<file path="config.mk">
export PLATFORM = sky130hd
export DESIGN_NAME = rgb_fade_sequencer
export DESIGN_NICKNAME = d
export VERILOG_FILES = /design/src/rtl/rgb_seq_pkg.sv /design/src/rtl/pwm_carrier.sv /design/src/rtl/rgb_fade_sequencer.sv
export SDC_FILE = /design/constraint.sdc
export NUM_CORES = 1
export LEC_CHECK = 0
export ABC_CLOCK_PERIOD_IN_PS = 5900
export CAP_MARGIN = 10
export CORE_MARGIN = 5
export CORE_UTILIZATION = 56
export DETAILED_ROUTE_END_ITERATION = 10
export PLACE_DENSITY_LB_ADDON = 0.25
export SETUP_SLACK_MARGIN = 0.02
export SYNTH_ARGS = -nofsm -noshare
export SYNTH_HDL_FRONTEND = slang
export SYNTH_SLANG_ARGS = --single-unit
</file>
<file path="constraint.sdc">
create_clock -name iclk -period 5.9 [get_ports iclk]
set_clock_uncertainty 0.15 [all_clocks]
set_input_delay 1.77 -clock iclk [delete_from_list [all_inputs] [get_ports iclk]]
set_output_delay 1.77 -clock iclk [all_outputs]
set_load 0.02 [all_outputs]
</file>
<file path="src/rtl/rgb_seq_pkg.sv">
// Shared state type, palette constants and small helpers for the RGB fade sequencer.
package rgb_seq_pkg;

  localparam int DUTY_W      = 8;
  localparam int PALETTE_LEN = 6;

  typedef enum logic [1:0] {
    IDLE = 2'd0,
    FADE = 2'd1,
    HOLD = 2'd2
  } seq_state_e;

  // Palette entries are packed R,G,B from MSB to LSB.
  localparam logic [23:0] PAL_RED     = 24'hFF0000;
  localparam logic [23:0] PAL_YELLOW  = 24'hFFFF00;
  localparam logic [23:0] PAL_GREEN   = 24'h00FF00;
  localparam logic [23:0] PAL_CYAN    = 24'h00FFFF;
  localparam logic [23:0] PAL_BLUE    = 24'h0000FF;
  localparam logic [23:0] PAL_MAGENTA = 24'hFF00FF;

  function automatic logic [23:0] paletteRgb(input logic [2:0] idx);
    logic [23:0] rgb;
    case (idx)
      3'd0:    rgb = PAL_RED;
      3'd1:    rgb = PAL_YELLOW;
      3'd2:    rgb = PAL_GREEN;
      3'd3:    rgb = PAL_CYAN;
      3'd4:    rgb = PAL_BLUE;
      3'd5:    rgb = PAL_MAGENTA;
      default: rgb = PAL_RED;
    endcase
    return rgb;
  endfunction

  function automatic logic [2:0] nextIndex(input logic [2:0] idx);
    logic [2:0] nxt;
    if (idx >= 3'(PALETTE_LEN - 1)) nxt = 3'd0;
    else                            nxt = idx + 3'd1;
    return nxt;
  endfunction

  function automatic logic [DUTY_W-1:0] stepToward(input logic [DUTY_W-1:0] cur,
                                                   input logic [DUTY_W-1:0] tgt);
    logic [DUTY_W-1:0] nxt;
    if (cur < tgt)      nxt = cur + DUTY_W'(1);
    else if (cur > tgt) nxt = cur - DUTY_W'(1);
    else                nxt = cur;
    return nxt;
  endfunction

endpackage

</file>
<file path="src/rtl/pwm_carrier.sv">
// Shared 8-bit PWM carrier: a clock divider feeding a free-running 8-bit ramp,
// plus a one-cycle period_tick on the last clock of every carrier period.
module pwm_carrier
  import rgb_seq_pkg::*;
#(
  parameter int PWM_DIV = 2
) (
  input  logic              i_clk,
  input  logic              i_rst_n,
  output logic [DUTY_W-1:0] o_carrier,
  output logic              o_period_tick
);

  localparam int              DIV_W    = (PWM_DIV > 1) ? $clog2(PWM_DIV) : 1;
  localparam logic [DIV_W-1:0] DIV_LAST = DIV_W'(PWM_DIV - 1);

  logic [DIV_W-1:0]  r_div;
  logic [DUTY_W-1:0] r_carrier;
  logic              w_divWrap;

  assign w_divWrap = (r_div == DIV_LAST);

  always_ff @(posedge i_clk or negedge i_rst_n) begin
    if (!i_rst_n) begin
      r_div     <= '0;
      r_carrier <= '0;
    end else if (w_divWrap) begin
      r_div     <= '0;
      r_carrier <= r_carrier + DUTY_W'(1);
    end else begin
      r_div     <= r_div + DIV_W'(1);
    end
  end

  assign o_carrier     = r_carrier;
  assign o_period_tick = w_divWrap && (r_carrier == '1);

endmodule

</file>
<file path="src/rtl/rgb_fade_sequencer.sv">
// Steps the RGB LEDs through a six-colour palette with linear fades and holds.
// Define RGB_ACTIVE_LOW_EN for common-anode LEDs (owvrgbled inverted, resets to 3'b111).
module rgb_fade_sequencer
  import rgb_seq_pkg::*;
#(
  parameter int SYS_FREQ   = 60_000_000,
  parameter int PWM_DIV    = 2,
  parameter int STEP_DIV   = 4,
  parameter int HOLD_STEPS = 200
) (
  input  logic        iclk,
  input  logic        irst_n,
  input  logic        ien,
  input  logic        ikey_next,
  output logic [2:0]  owvrgbled,
  output logic [23:0] ovduty,
  output logic [2:0]  ovindex,
  output logic        ostep_done
);

  if (SYS_FREQ < 1 || PWM_DIV < 1 || STEP_DIV < 1 || HOLD_STEPS < 1) begin : gBadParams
    $error("rgb_fade_sequencer: SYS_FREQ, PWM_DIV, STEP_DIV and HOLD_STEPS must be >= 1");
  end

  localparam int               STEP_W    = (STEP_DIV > 1) ? $clog2(STEP_DIV) : 1;
  localparam int               HOLD_W    = $clog2(HOLD_STEPS + 1);
  localparam logic [STEP_W-1:0] STEP_LAST = STEP_W'(STEP_DIV - 1);
  localparam logic [HOLD_W-1:0] HOLD_END  = HOLD_W'(HOLD_STEPS);

`ifdef RGB_ACTIVE_LOW_EN
  localparam logic [2:0] LED_POLARITY = 3'b111;
`else
  localparam logic [2:0] LED_POLARITY = 3'b000;
`endif

  seq_state_e        r_state;
  seq_state_e        w_nextState;

  logic [DUTY_W-1:0] w_carrier;
  logic              w_periodTick;
  logic              w_stepTick;
  logic [STEP_W-1:0] r_stepCnt;
  logic [HOLD_W-1:0] r_holdCnt;
  logic [HOLD_W-1:0] w_holdNext;

  logic [23:0]       r_duty;
  logic [23:0]       w_targetRgb;
  logic [23:0]       w_target;
  logic [23:0]       w_stepDuty;
  logic [2:0]        r_index;
  logic              r_stepDone;
  logic [2:0]        r_led;
  logic [2:0]        w_cmp;

  logic              w_fadeDone;
  logic              w_holdExit;
  logic              w_dutyStep;
  logic              w_doneSet;
  logic              w_holdInc;
  logic              w_advance;

  pwm_carrier #(
    .PWM_DIV (PWM_DIV)
  ) u_carrier (
    .i_clk         (iclk),
    .i_rst_n       (irst_n),
    .o_carrier     (w_carrier),
    .o_period_tick (w_periodTick)
  );

  assign w_stepTick = w_periodTick && (r_stepCnt == STEP_LAST);
  assign w_holdNext = r_holdCnt + HOLD_W'(1);
  assign w_holdExit = ikey_next || (w_stepTick && (w_holdNext == HOLD_END));

  // Duty registers are packed {B,G,R}; the palette is R,G,B, so reorder once here.
  always_comb begin
    w_targetRgb = paletteRgb(r_index);
    w_target    = {w_targetRgb[7:0], w_targetRgb[15:8], w_targetRgb[23:16]};
    w_stepDuty  = r_duty;
    w_cmp       = '0;
    for (int ch = 0; ch < 3; ch++) begin
      w_stepDuty[ch*DUTY_W +: DUTY_W] = stepToward(r_duty[ch*DUTY_W +: DUTY_W],
                                                   w_target[ch*DUTY_W +: DUTY_W]);
      w_cmp[ch] = (r_duty[ch*DUTY_W +: DUTY_W] > w_carrier);
    end
    w_fadeDone = (w_stepDuty == w_target);
  end

  always_ff @(posedge iclk or negedge irst_n) begin
    if (!irst_n) r_state <= IDLE;
    else         r_state <= w_nextState;
  end

  always_comb begin
    w_nextState = r_state;
    if (!ien) begin
      w_nextState = IDLE;
    end else begin
      case (r_state)
        IDLE:    w_nextState = FADE;
        FADE:    if (w_stepTick && w_fadeDone) w_nextState = HOLD;
        HOLD:    if (w_holdExit) w_nextState = FADE;
        default: w_nextState = IDLE;
      endcase
    end
  end

  always_comb begin
    w_dutyStep = 1'b0;
    w_doneSet  = 1'b0;
    w_holdInc  = 1'b0;
    w_advance  = 1'b0;
    if (ien) begin
      case (r_state)
        FADE: begin
          w_dutyStep = w_stepTick;
          w_doneSet  = w_stepTick && w_fadeDone;
        end
        HOLD: begin
          w_holdInc = w_stepTick;
          w_advance = w_holdExit;
        end
        default: ;
      endcase
    end
  end

  // Step divider only runs while sequencing so a re-enable starts a fresh count.
  always_ff @(posedge iclk or negedge irst_n) begin
    if (!irst_n) begin
      r_stepCnt <= '0;
    end else if (!ien || r_state == IDLE) begin
      r_stepCnt <= '0;
    end else if (w_periodTick) begin
      r_stepCnt <= (r_stepCnt == STEP_LAST) ? '0 : r_stepCnt + STEP_W'(1);
    end
  end

  always_ff @(posedge iclk or negedge irst_n) begin
    if (!irst_n) begin
      r_duty     <= '0;
      r_index    <= '0;
      r_holdCnt  <= '0;
      r_stepDone <= 1'b0;
    end else begin
      r_stepDone <= w_doneSet;
      if (!ien) begin
        r_duty    <= '0;
        r_holdCnt <= '0;
      end else begin
        if (w_dutyStep) r_duty <= w_stepDuty;
        if (w_doneSet)      r_holdCnt <= '0;
        else if (w_holdInc) r_holdCnt <= w_holdNext;
        if (w_advance) r_index <= nextIndex(r_index);
      end
    end
  end

  always_ff @(posedge iclk or negedge irst_n) begin
    if (!irst_n) r_led <= LED_POLARITY;
    else         r_led <= w_cmp ^ LED_POLARITY;
  end

  assign owvrgbled  = r_led;
  assign ovduty     = r_duty;
  assign ovindex    = r_index;
  assign ostep_done = r_stepDone;

endmodule

</file>
==> key figures <==
Placed design
  • RePlAce Congestion: 0.917
  • Placed instance count: 683
  • DP HPWL: 8620 um
  • IO buf count: 34
  • Worst slack, placed: 0.710 ns

Outcome
  • Status: complete, no violations

Power
  • Switching part of the total: 24.4%
  • Internal Pwr Total: 449 uW
  • Max VDD drop: 0.000130 V
  • Clock power frac: 37.4%
  • Leak: 2.30 nW
  • NetSw: 145 uW
  • PwrDens: 113 nW/um^2
  • Gate power share: 2.6%
  • Sequential power share: 60.1%

Critical path
  • Cell Chain, Critical Path: inv_1 > ha_1 > nor2b_1 > nor2_1 > ha_1 > a21o_1 > a21o_1 > a311oi_4 > a21oi_1 > a211oi_1 > nand4b_1 > o2bb2a_1 > a2111oi_4 > nor3_1
  • CP max FO: 19
  • Register-to-register setup slack: 0.64 ns
  • CP required: 5.91 ns
  • WP depth: 14
  • Crit path arrival time: 5.27 ns
  • Crit path launch type: flip-flop
  • Worst Reg-to-Reg Cells: 14
  • CP top delay family: compound AO/OA/AOI/OAI gates
  • Crit. End Element: flip-flop
  • Buffers & Inverters on Critical Path: 1
  • Reg-to-Reg End: r_holdCnt[5]
  • Reg-to-Reg Start: ovindex[1]
  • Setup CP Type: reg2reg
  • Delay of the slowest cell on the worst path: 0.75 ns
  • Slowest cell on crit path: a311oi_4

Flow run
  • Number of max-cap violations: 0

Synthesis
  • Syn_area_per_cell: 8.52 um^2
  • Post-synth EDFFs: 0
  • Asr flop ratio synth: 100%
  • Register area share after synthesis: 27.1%
  • Syn_nets: 623
  • Prevailing post-synth register cell: dfrtp_1
  • Mapped Area: 4810 um^2
  • Mapped Cells: 564
  • FF+latch count, synth: 52
  • Synth Warn #: 0
  • Synth unique cells: 69

CTS
  • Resized Gates After CTS: 0
  • CTS Buf Count: 5
  • CTS Buffer Depth: 2
  • Cts hold-fix bufs: 0
  • Clock transition at the registers of the reported paths: 0.11 ns
  • CTS tree: built
  • Setup Fix Bufs, Post-CTS: 0
  • Count of clock tree sinks: 52
  • Worst skew pair latency: 0.31 ns
  • H-tree Lvls: 2
  • Root Driver: clkbuf_8

Global route
  • Pin count of the biggest net entering global routing: 53
  • Initial antenna violation count: 0
  • Tot GR Track Use: 23.8%
  • First-pass GRT wire length: 20500 um
  • Vias in the first global route: 4286
  • Congestion Overflow GR: 0

Cells and area
  • Commonest non-fill, non-tap cell in the layout: ha_1
  • Commonest cells after routing, fill and taps aside: 55 x ha_1, 52 x dfrtp_1, 44 x nand2_1, 42 x nor2_1, 34 x a21oi_1
  • Final #Nets: 644
  • Fin cells: 691
  • Synth-to-layout area growth: 9.76%
  • ANT cells: 0
  • Fraction of layout cells with a size suffix above 1: 6.48%

Timing
  • Worst Tran Pin Value: 1.07 ns
  • Final-report hold violation count: 0
  • RSZ-0062 raised after global routing: no
  • Setup Viol. Count Final: 0
  • Relative slew margins: 28.3%
  • Final Critical Period: 5.26 ns
  • Final worst-path cycle share: 89.2%
  • Final setup margin: 0.635 ns
  • FMAX: 190 MHz
  • Final Max Tran Viols: 0
  • Sum Neg Setup Slack: 0 ns

Min path
  • WHS Path Cells: 1
  • Hold_sp: u_carrier.o_carrier[7]
  • Worst hold path class: reg2reg
  • Hold Crit Endpoint: u_carrier.o_carrier[7]

Detailed routing
  • DRT antenna net count: 0
  • First-pass DRT Iterations: 5
  • Total routed wirelength: 11700 um
  • Post-route DRC: 0
  • WL per Instance: 17.0 um
  • Vias per std cell: 6.33
  • Total number of vias: 4376
  • DR iter-0 viols: 211

Floorplan
  • DIE AREA: 10500 um^2
  • Initial core utilization: 57.9%
  • Area of the core: 8300 um^2
  • Rows: 33
  • Die Ht: 103 um
  • Top Ports: 35
  • Die width: 103 um
[worst reg2reg max path, cell delays in order, from the launching register on]
cell,delay (ns)
dfrtp_1,0.42
inv_1,0.10
ha_1,0.38
nor2b_1,0.13
nor2_1,0.60
ha_1,0.38
a21o_1,0.16
a21o_1,0.20
a311oi_4,0.75
a21oi_1,0.16
a211oi_1,0.60
nand4b_1,0.16
o2bb2a_1,0.38
a2111oi_4,0.43
nor3_1,0.11
[cells in the mapped netlist (all sizes together), types with 12 or more instances]
cell type | n | area [um^2]
a21oi | 34 | 170
and3 | 14 | 90.1
clkbuf | 16 | 60.1
dfrtp | 52 | 1300
ha | 55 | 688
inv | 23 | 86.3
mux2i | 12 | 120
nand2 | 44 | 165
nand3 | 22 | 110
nand4 | 19 | 119
nor2 | 42 | 158
nor3 | 21 | 105
o21ai | 28 | 148
or3 | 15 | 96.3
xnor2 | 19 | 166
xor2 | 13 | 114
[routing by layer]
| layer | track usage, % | vias up | share of wire (%) |
|---|---|---|---|
| met1 | 32.6 | 2076 | 47 |
| li1 | - | 2146 | - |
| met2 | 39.7 | 133 | 47 |
| met4 | 7.06 | 0 | 2.1 |
| met5 | 0 | - | 0 |
| met3 | 2.84 | 21 | 4.5 |
[power by group through the flow]
stage / clock network, mW / registers [mW] / logic (mW)
after global placement: 0 / 0.364 / 0.0157
after detailed placement: 0 / 0.364 / 0.0161
after global routing: 0.242 / 0.357 / 0.0177
final: 0.222 / 0.357 / 0.0153
after floorplan: 0 / 0.364 / 0.00533
after CTS: 0.230 / 0.357 / 0.0160
[layout make-up]
class	instances	area, um^2
multi-input combinational	466	3300
fill	732	3020
sequential	52	1300
timing repair buffer	37	358
tap	105	131
inverter	23	86.3
clock buffer	5	68.8
clock inverter	3	28.8
[cells by family (layout without fill, tap and decap cells)]
group           Yosys count  after routing  synth area share, %
compound gates          126            126                 18.1
buf+inv                  46             68                 4.24
mux                      13             13                 2.73
fa+ha+maj                55             55                 14.3
xor+xnor                 32             32                 5.83
simple gates            240            240                 27.6
flops                    52             52                 27.1
[flip-flops by register name, indices dropped and copies added, names as in the netlist]
name	count
u_carrier.r_div	1
owvrgbled	3
ovduty	24
r_stepCnt	2
u_carrier.o_carrier	8
r_state	2
ovindex	3
r_holdCnt	8
ostep_done	1
[worst max path at each step]
stage / startpoint / to / slack, ns
global placement: ovindex[1] / r_holdCnt[4] / 1.03
global route: ovindex[1] / r_holdCnt[6] / 0.26
floorplan: ovindex[1] / r_holdCnt[0] / 1.38
detailed placement: ovindex[1] / r_holdCnt[5] / 0.71
finish: ovindex[1] / r_holdCnt[5] / 0.64
CTS: ovindex[1] / r_holdCnt[5] / 0.71
[stage by stage]
stage                     hold WS, ns  util, %  power [mW]  area, um^2
after floorplan                 0.295        -       0.369        4810
after global placement          0.310     62.4       0.380        5180
after detailed placement        0.315     62.4       0.380        5180
after CTS                       0.335     63.6       0.603        5280
after global routing            0.359     63.6       0.617        5280
final                           0.333     63.6       0.594        5280
Power figures use the tool's default switching activity.
